--- config.mk ---
export PLATFORM = sky130hd
export DESIGN_NAME = glm_c0_read_arbiter_flat
export DESIGN_NICKNAME = d
export VERILOG_FILES = /design/src/rtl/glm_c0_read_arbiter_pkg.sv /design/src/rtl/glm_c0_read_arbiter_if.sv /design/src/rtl/glm_c0_read_arbiter.sv /design/src/flat_wrapper.sv
export SDC_FILE = /design/constraint.sdc
export NUM_CORES = 1
export LEC_CHECK = 0
export ABC_AREA = 1
export ABC_CLOCK_PERIOD_IN_PS = 8300
export CAP_MARGIN = 20
export CORE_AREA = 2 2 531 533
export DETAILED_ROUTE_END_ITERATION = 8
export DIE_AREA = 0 0 533 535
export PLACE_DENSITY = 0.38
export SYNTH_ARGS = -nofsm -noshare
export SYNTH_HDL_FRONTEND = slang
export SYNTH_SLANG_ARGS = --single-unit
--- constraint.sdc ---
create_clock -name clk -period 8.3 [get_ports clk]
set_input_delay 1.245 -clock clk [delete_from_list [all_inputs] [get_ports clk]]
set_output_delay 1.245 -clock clk [all_outputs]
set_load 0.05 [all_outputs]
--- src/rtl/glm_c0_read_arbiter_pkg.sv ---
// CCI-P c0 channel types used by the c0 read arbiter.
// A reduced copy of the shell's ccip_if_pkg definitions for the c0 Tx/Rx paths.
package glm_c0_read_arbiter_pkg;

  localparam int unsigned CCIP_CLADDR_WIDTH = 42;
  localparam int unsigned CCIP_MDATA_WIDTH  = 16;
  localparam int unsigned CCIP_CLDATA_WIDTH = 512;

  typedef logic [CCIP_CLADDR_WIDTH-1:0] t_ccip_clAddr;
  typedef logic [CCIP_MDATA_WIDTH-1:0]  t_ccip_mdata;
  typedef logic [CCIP_CLDATA_WIDTH-1:0] t_ccip_clData;

  typedef enum logic [3:0] {
    eREQ_RDLINE_I = 4'h0,
    eREQ_RDLINE_S = 4'h1
  } t_ccip_c0_req;

  typedef enum logic [3:0] {
    eRSP_RDLINE = 4'h0,
    eRSP_UMSG   = 4'h4
  } t_ccip_c0_rsp;

  typedef struct packed {
    logic [1:0]   vc_sel;
    logic [1:0]   rsvd1;
    logic [1:0]   cl_len;
    t_ccip_c0_req req_type;
    logic [5:0]   rsvd0;
    t_ccip_clAddr address;
    t_ccip_mdata  mdata;
  } t_ccip_c0_ReqMemHdr;

  typedef struct packed {
    logic [1:0]   vc_used;
    logic         rsvd1;
    logic         hit_miss;
    logic [1:0]   rsvd0;
    logic [1:0]   cl_num;
    t_ccip_c0_rsp resp_type;
    t_ccip_mdata  mdata;
  } t_ccip_c0_RspMemHdr;

  typedef struct packed {
    t_ccip_c0_ReqMemHdr hdr;
    logic               valid;
  } t_if_ccip_c0_Tx;

  typedef struct packed {
    t_ccip_c0_RspMemHdr hdr;
    t_ccip_clData       data;
    logic               rspValid;
    logic               mmioRdValid;
    logic               mmioWrValid;
  } t_if_ccip_c0_Rx;

endpackage

--- src/rtl/glm_c0_read_arbiter_if.sv ---
// Requester-side bundle of the c0 read arbiter: line requests, grants,
// routed responses and per-requester in-flight counts.
interface glm_c0_read_arbiter_if #(
  parameter int unsigned NUM_REQ = 4
);
  logic [NUM_REQ-1:0]    req_valid;
  logic [NUM_REQ*42-1:0] req_addr;
  logic [NUM_REQ-1:0]    req_grant;
  logic [NUM_REQ-1:0]    rsp_valid;
  logic [511:0]          rsp_data;
  logic [NUM_REQ*8-1:0]  outstanding;

  // load engines
  modport master (
    output req_valid, req_addr,
    input  req_grant, rsp_valid, rsp_data, outstanding
  );

  // arbiter
  modport slave (
    input  req_valid, req_addr,
    output req_grant, rsp_valid, rsp_data, outstanding
  );
endinterface

--- src/rtl/glm_c0_read_arbiter.sv ---
// Round-robin arbiter sharing the CCI-P c0 read channel among NUM_REQ load engines,
// with mdata tagging, response routing and per-requester credit. Optional
// statistics counters are built when GLM_C0_ARB_STATS_EN is defined.
module glm_c0_read_arbiter
  import glm_c0_read_arbiter_pkg::*;
#(
  parameter int unsigned NUM_REQ         = 4,
  parameter int unsigned LOG2_NUM_REQ    = 2,
  parameter int unsigned MAX_OUTSTANDING = 64
) (
  input  logic                   clk,
  input  logic                   reset,
  glm_c0_read_arbiter_if.slave   bus,
  input  logic                   c0TxAlmFull,
  output t_if_ccip_c0_Tx         af2cp_sTx_c0,
  input  t_if_ccip_c0_Rx         cp2af_sRx_c0
`ifdef GLM_C0_ARB_STATS_EN
  ,
  input  logic                   stat_clear,
  output logic [NUM_REQ*32-1:0]  stat_grants,
  output logic [31:0]            stat_stall_cycles
`endif
);

  localparam int unsigned IW = LOG2_NUM_REQ;
  localparam int unsigned CW = 8;
  localparam int unsigned AW = CCIP_CLADDR_WIDTH;
  localparam int unsigned SW = 32;

  logic [NUM_REQ-1:0] elig_c;
  logic [NUM_REQ-1:0] grant_c;
  logic [NUM_REQ-1:0] dec_c;
  logic [NUM_REQ-1:0] underflow_c;
  logic               grant_any_c;
  logic [IW-1:0]      grant_idx_c;
  logic [IW-1:0]      scan_idx_c;
  logic [IW-1:0]      ptr_q;
  logic [CW-1:0]      cnt_q [NUM_REQ];
  logic [CW-1:0]      cnt_d [NUM_REQ];
  t_ccip_clAddr       addr_c [NUM_REQ];
  logic               rd_rsp_c;
  logic               route_c;
  logic [IW-1:0]      tag_c;
  logic [NUM_REQ-1:0] rsp_valid_q;
  t_ccip_clData       rsp_data_q;
  logic               unused_rx;

  // Per-requester address slices and credit-qualified eligibility
  always_comb begin
    for (int i = 0; i < NUM_REQ; i++) begin
      addr_c[i] = bus.req_addr[AW*i +: AW];
      elig_c[i] = bus.req_valid[i] && (cnt_q[i] < CW'(MAX_OUTSTANDING));
    end
  end

  // Round-robin search starting at ptr_q; suppressed by almost-full and reset
  always_comb begin
    grant_any_c = 1'b0;
    grant_idx_c = '0;
    scan_idx_c  = '0;
    grant_c     = '0;
    if (reset && !c0TxAlmFull) begin
      for (int k = 0; k < NUM_REQ; k++) begin
        scan_idx_c = IW'((32'(ptr_q) + 32'(k)) % 32'(NUM_REQ));
        if (!grant_any_c && elig_c[scan_idx_c]) begin
          grant_any_c = 1'b1;
          grant_idx_c = scan_idx_c;
        end
      end
    end
    for (int i = 0; i < NUM_REQ; i++) begin
      grant_c[i] = grant_any_c && (grant_idx_c == IW'(i));
    end
  end

  // Read-response decode: only RDLINE responses with an in-range tag are routed
  always_comb begin
    rd_rsp_c = cp2af_sRx_c0.rspValid && (cp2af_sRx_c0.hdr.resp_type == eRSP_RDLINE);
    tag_c    = cp2af_sRx_c0.hdr.mdata[IW-1:0];
    route_c  = rd_rsp_c && (32'(tag_c) < 32'(NUM_REQ));
    for (int i = 0; i < NUM_REQ; i++) begin
      dec_c[i] = route_c && (tag_c == IW'(i));
    end
  end

  // In-flight counters: a grant and a response on the same requester cancel
  always_comb begin
    for (int i = 0; i < NUM_REQ; i++) begin
      cnt_d[i]       = cnt_q[i];
      underflow_c[i] = dec_c[i] && !grant_c[i] && (cnt_q[i] == '0);
      if (grant_c[i] && !dec_c[i]) begin
        cnt_d[i] = cnt_q[i] + CW'(1);
      end else if (dec_c[i] && !grant_c[i] && (cnt_q[i] != '0)) begin
        cnt_d[i] = cnt_q[i] - CW'(1);
      end
    end
  end

  always_ff @(posedge clk or negedge reset) begin
    if (!reset) begin
      ptr_q        <= '0;
      af2cp_sTx_c0 <= '0;
      rsp_valid_q  <= '0;
      rsp_data_q   <= '0;
      for (int i = 0; i < NUM_REQ; i++) begin
        cnt_q[i] <= '0;
      end
    end else begin
      if (grant_any_c) begin
        ptr_q <= IW'((32'(grant_idx_c) + 32'd1) % 32'(NUM_REQ));
      end
      for (int i = 0; i < NUM_REQ; i++) begin
        cnt_q[i] <= cnt_d[i];
      end
      af2cp_sTx_c0 <= '0;
      if (grant_any_c) begin
        af2cp_sTx_c0.valid         <= 1'b1;
        af2cp_sTx_c0.hdr.address   <= addr_c[grant_idx_c];
        af2cp_sTx_c0.hdr.mdata     <= CCIP_MDATA_WIDTH'(grant_idx_c);
      end
      rsp_valid_q <= dec_c;
      if (route_c) begin
        rsp_data_q <= cp2af_sRx_c0.data;
      end
    end
  end

  assign bus.req_grant = grant_c;
  assign bus.rsp_valid = rsp_valid_q;
  assign bus.rsp_data  = rsp_data_q;

  always_comb begin
    for (int i = 0; i < NUM_REQ; i++) begin
      bus.outstanding[CW*i +: CW] = cnt_q[i];
    end
  end

  // Header fields other than resp_type/mdata and the MMIO strobes carry nothing here
  assign unused_rx = ^{cp2af_sRx_c0.hdr, cp2af_sRx_c0.mmioRdValid, cp2af_sRx_c0.mmioWrValid};

`ifdef GLM_C0_ARB_STATS_EN
  logic [SW-1:0] grant_cnt_q [NUM_REQ];
  logic [SW-1:0] stall_cnt_q;

  // Saturating per-requester grant counts and no-grant stall cycles
  always_ff @(posedge clk or negedge reset) begin
    if (!reset) begin
      stall_cnt_q <= '0;
      for (int i = 0; i < NUM_REQ; i++) begin
        grant_cnt_q[i] <= '0;
      end
    end else if (stat_clear) begin
      stall_cnt_q <= '0;
      for (int i = 0; i < NUM_REQ; i++) begin
        grant_cnt_q[i] <= '0;
      end
    end else begin
      for (int i = 0; i < NUM_REQ; i++) begin
        if (grant_c[i] && (grant_cnt_q[i] != '1)) begin
          grant_cnt_q[i] <= grant_cnt_q[i] + SW'(1);
        end
      end
      if ((|bus.req_valid) && !grant_any_c && (stall_cnt_q != '1)) begin
        stall_cnt_q <= stall_cnt_q + SW'(1);
      end
    end
  end

  always_comb begin
    for (int i = 0; i < NUM_REQ; i++) begin
      stat_grants[SW*i +: SW] = grant_cnt_q[i];
    end
  end

  assign stat_stall_cycles = stall_cnt_q;
`endif

  // A routed response for a requester with nothing in flight is a protocol error
  assert property (@(posedge clk) disable iff (!reset) underflow_c == '0);

endmodule

--- src/flat_wrapper.sv ---
// flat-port wrapper written by rule: the top's interface ports become plain ports
module glm_c0_read_arbiter_flat import glm_c0_read_arbiter_pkg::*;
#(
  parameter int unsigned NUM_REQ         = 4,
  parameter int unsigned LOG2_NUM_REQ    = 2,
  parameter int unsigned MAX_OUTSTANDING = 64
)
  (clk, reset, c0TxAlmFull, af2cp_sTx_c0, cp2af_sRx_c0, bus_req_valid, bus_req_addr, bus_req_grant, bus_rsp_valid, bus_rsp_data, bus_outstanding);
  glm_c0_read_arbiter_if #(.NUM_REQ(NUM_REQ)) bus_i ();
  input  logic clk;
  input  logic reset;
  input  logic c0TxAlmFull;
  output t_if_ccip_c0_Tx af2cp_sTx_c0;
  input  t_if_ccip_c0_Rx cp2af_sRx_c0;
  input wire logic [$bits(bus_i.req_valid)-1:0] bus_req_valid;
  input wire logic [$bits(bus_i.req_addr)-1:0] bus_req_addr;
  output wire logic [$bits(bus_i.req_grant)-1:0] bus_req_grant;
  output wire logic [$bits(bus_i.rsp_valid)-1:0] bus_rsp_valid;
  output wire logic [$bits(bus_i.rsp_data)-1:0] bus_rsp_data;
  output wire logic [$bits(bus_i.outstanding)-1:0] bus_outstanding;
  assign bus_i.req_valid = bus_req_valid;
  assign bus_i.req_addr = bus_req_addr;
  assign bus_req_grant = bus_i.req_grant;
  assign bus_rsp_valid = bus_i.rsp_valid;
  assign bus_rsp_data = bus_i.rsp_data;
  assign bus_outstanding = bus_i.outstanding;
  glm_c0_read_arbiter #(.NUM_REQ(NUM_REQ), .LOG2_NUM_REQ(LOG2_NUM_REQ), .MAX_OUTSTANDING(MAX_OUTSTANDING)) u_core (.clk(clk), .reset(reset), .bus(bus_i), .c0TxAlmFull(c0TxAlmFull), .af2cp_sTx_c0(af2cp_sTx_c0), .cp2af_sRx_c0(cp2af_sRx_c0));
endmodule
==> flow_summary.toml <==
[synth]
syn_inst = 2093
synthXorXnorAreaFrac = 0.006813
synth_edf_count = 0
ys.flop_type = "dfrtp_1"
yosys_warnings = 0
ys_top_cells_by_count = "dfrtp_1 (595), mux2_2 (512), inv_1 (217)"
synth_mux_area_frac = 0.2242
synthAdderAreaFrac = 0.01723
yosysUniqueCellTypes = 37
async_reset_ff_frac = 1.000
synth_area_per_cell_sq_um = 12.28
ys_seq_elements = 595
synth_top_cell_by_area = "dfrtp_1"
synth_most_common_cell = "dfrtp_1"
yosysSeqAreaShare = 0.5791
synth_area_sq_mm = 0.02571
synthTopCellsByArea = "dfrtp_1 (58%), mux2_2 (22%), inv_1 (3.2%), nand2_1 (3.0%), nand3_1 (2.7%)"
synth_top_area_share = 0.5791
synth_top_family_by_area = "multiplexers"
yosys.area_share.simple = 0.09187
synth_compound_area_frac = 0.01898

[final_layout]
fin_nets = 4146
final_util = 0.1649
drive_above_1_share = 0.2056
syn_to_final_growth_pct = 78.91
final.fill_count = 30870

[floorplan]
ios = 1345
coreArea_sq_mm = 0.2789
fp-row-count = 194
chipWidth_microns = 533
die_area_sq_mm = 0.2852
initial_core_util = 0.09219
fp.dieH_microns = 535

[sta]
fin_skew_ps = 32.53
slew_headroom = 0.2521
clock.fmax_mhz = 169.2
hold_violations = 0
rsz0062_at_grt = "false"
slew_violations = 0
finalSetupTns_ps = 0
finalSetupViolCount = 0
worst_slew_pin_slew_ps = 1122
period_minus_slack_ps = 5910
fin_crit_sh = 0.7120

[clock_tree]
cts_tree = "done"
insertion_delay_ps = 760
htree_levels = 3
clock_path_buffers = 4
cts_root_buf = "clkbuf_16"
clk_pin_slew_ps = 50
postCtsHoldBufs = 0
cts_num_sinks = 595
ctsResizeCount = 0
cts_setup_buffers = 0
cts_buffers = 93

[worst_setup_path]
required_ps = 7050
timing.rr.end = "u_core.bus.outstanding[6]"
endpoint_kind = "output pin"
cpMaxStageDelayCell = "clkdlybuf4s50_1"
path_depth = 14
crit_top_cell = "nand2_1"
critical-path-top-delay-family = "buffers and inverters"
reg2regPathDepth = 24
cp_num_buf_inv = 4
cp_max_fo = 44
worst_path_largest_cell_delay_ps = 880
cp.arrival_ps = 4660
crit_path_start_kind = "input port"
critPathKind = "input port to output pin"
rrSetupSlack_ps = 3790
r2r_start = "u_core.bus.outstanding[22]"
critical_path.cell_chain = "clkdlybuf4s50_1, nand3_1, nand2_1, nand2_1, nand2_1, nand3_1, nand2_1, nand2_2, a21oi_4, buf_4, ha_1, inv_1, nor2_2, clkdlybuf4s50_1"

[drt]
routed_wl_microns = 187600
drt-initial-drc-count = 958
dr.pass1.iters = 5
num_vias = 22220
antenna_left = 0
route.detailed.drc = 0
vias_per_cell = 3.078
wl_per_cell_microns = 25.99

[status]
status = "completed"

[global_routing]
overflow = 0
track_usage = 0.1269
antenna_found_initial = 186
grt_pass1_wl_microns = 238000
grt_pass1_vias = 22750
grt_max_degree = 146

[run]
drv_cap = 0

[pwr]
p_total_w = 0.01525
vdd_drop_max_mv = 0.3440
p_per_area_mw_per_mm2 = 331.5
leakage_nw = 19.16

[placement]
gp_congestion = 0.8913
post-dp-hpwl_microns = 158100
io_buffers = 1290

[worst_hold_path]
hold_class = "input port to async pin"
[area by class of cell]
class,instances,area [sq um],share of cell area
Sequential cell,595,14890,0.3237
Timing Repair Buffer,1315,13150,0.2858
Multi-Input combinational cell,1171,9374,0.2038
Tap cell,3724,4659,0.1013
Clock buffer,130,2638,0.05733
Inverter,219,824.5,0.01792
Clock inverter,29,375.4,0.008159
Antenna cell,38,95.09,0.002067
[flip-flops by register name (all words and copies together) (netlist names)]
name                    flops
u_core.af2cp_sTx_c0        45
u_core.bus.rsp_valid        4
u_core.ptr_q                2
u_core.bus.outstanding     32
u_core.bus.rsp_data       512
[kinds of logic (layout without fill, tap and decap cells)]
group / after synthesis / after routing
other cells: 1 / 68
flops: 595 / 595
compound gates: 89 / 89
simple gates: 487 / 487
mux: 512 / 512
buf+inv: 356 / 1693
fa+ha+maj: 33 / 33
xor+xnor: 20 / 20
[per-layer routing]
metal  wire (microns)  up-vias  global-route usage
met5              611        -            0.003997
met4             6654       96             0.04376
met3            26070      415             0.07899
met2            85930     1224              0.2037
met1            68380    10770              0.1351
li1                 -     9715                   -
[per-stage QoR]
step | std cells | setup WS [ps] | cell area (sq um) | hold slack [ps]
floorplan | 2122 | 3670 | 25820 | 608.2
global placement | 7023 | 2208 | 42870 | 485.8
detailed placement | 7023 | 2213 | 42870 | 491.8
CTS | 7182 | 2205 | 45880 | 401.9
global route | 7194 | 2099 | 45940 | 445.6
finish | 7221 | 2390 | 46000 | 480.0
[cell usage in the layout, fill, tap and decap left out, drive strengths merged, types with 3 or more instances in the layout]
cell / instances
nand2: 218
mux2: 512
nor4: 4
bufinv: 8
nor2: 28
dfrtp: 595
buf: 27
ha: 29
diode: 38
a21oi: 65
clkinvlp: 3
inv: 220
nand3: 146
clkdlybuf4s50: 1288
a31oi: 10
xor2: 15
clkinv: 17
o21ai: 12
nand4: 86
xnor2: 5
fa: 4
nor3: 4
clkbuf: 130
conb: 30
[power breakdown]
part	switching [W]	internal [W]
sequential	0.000472	0.00362
clock	0.00157	0.00245
combinational	0.00483	0.00232
[worst max-delay path by stage]
stage	startpoint	endpoint
floorplan	reset	u_core.bus.outstanding[22]
global placement	reset	bus_req_grant[3]
detailed placement	reset	bus_req_grant[3]
CTS	reset	bus_req_grant[3]
global route	reset	bus_req_grant[3]
finish	bus_req_valid[1]	bus_req_grant[3]
Power figures use the tool's default switching activity.
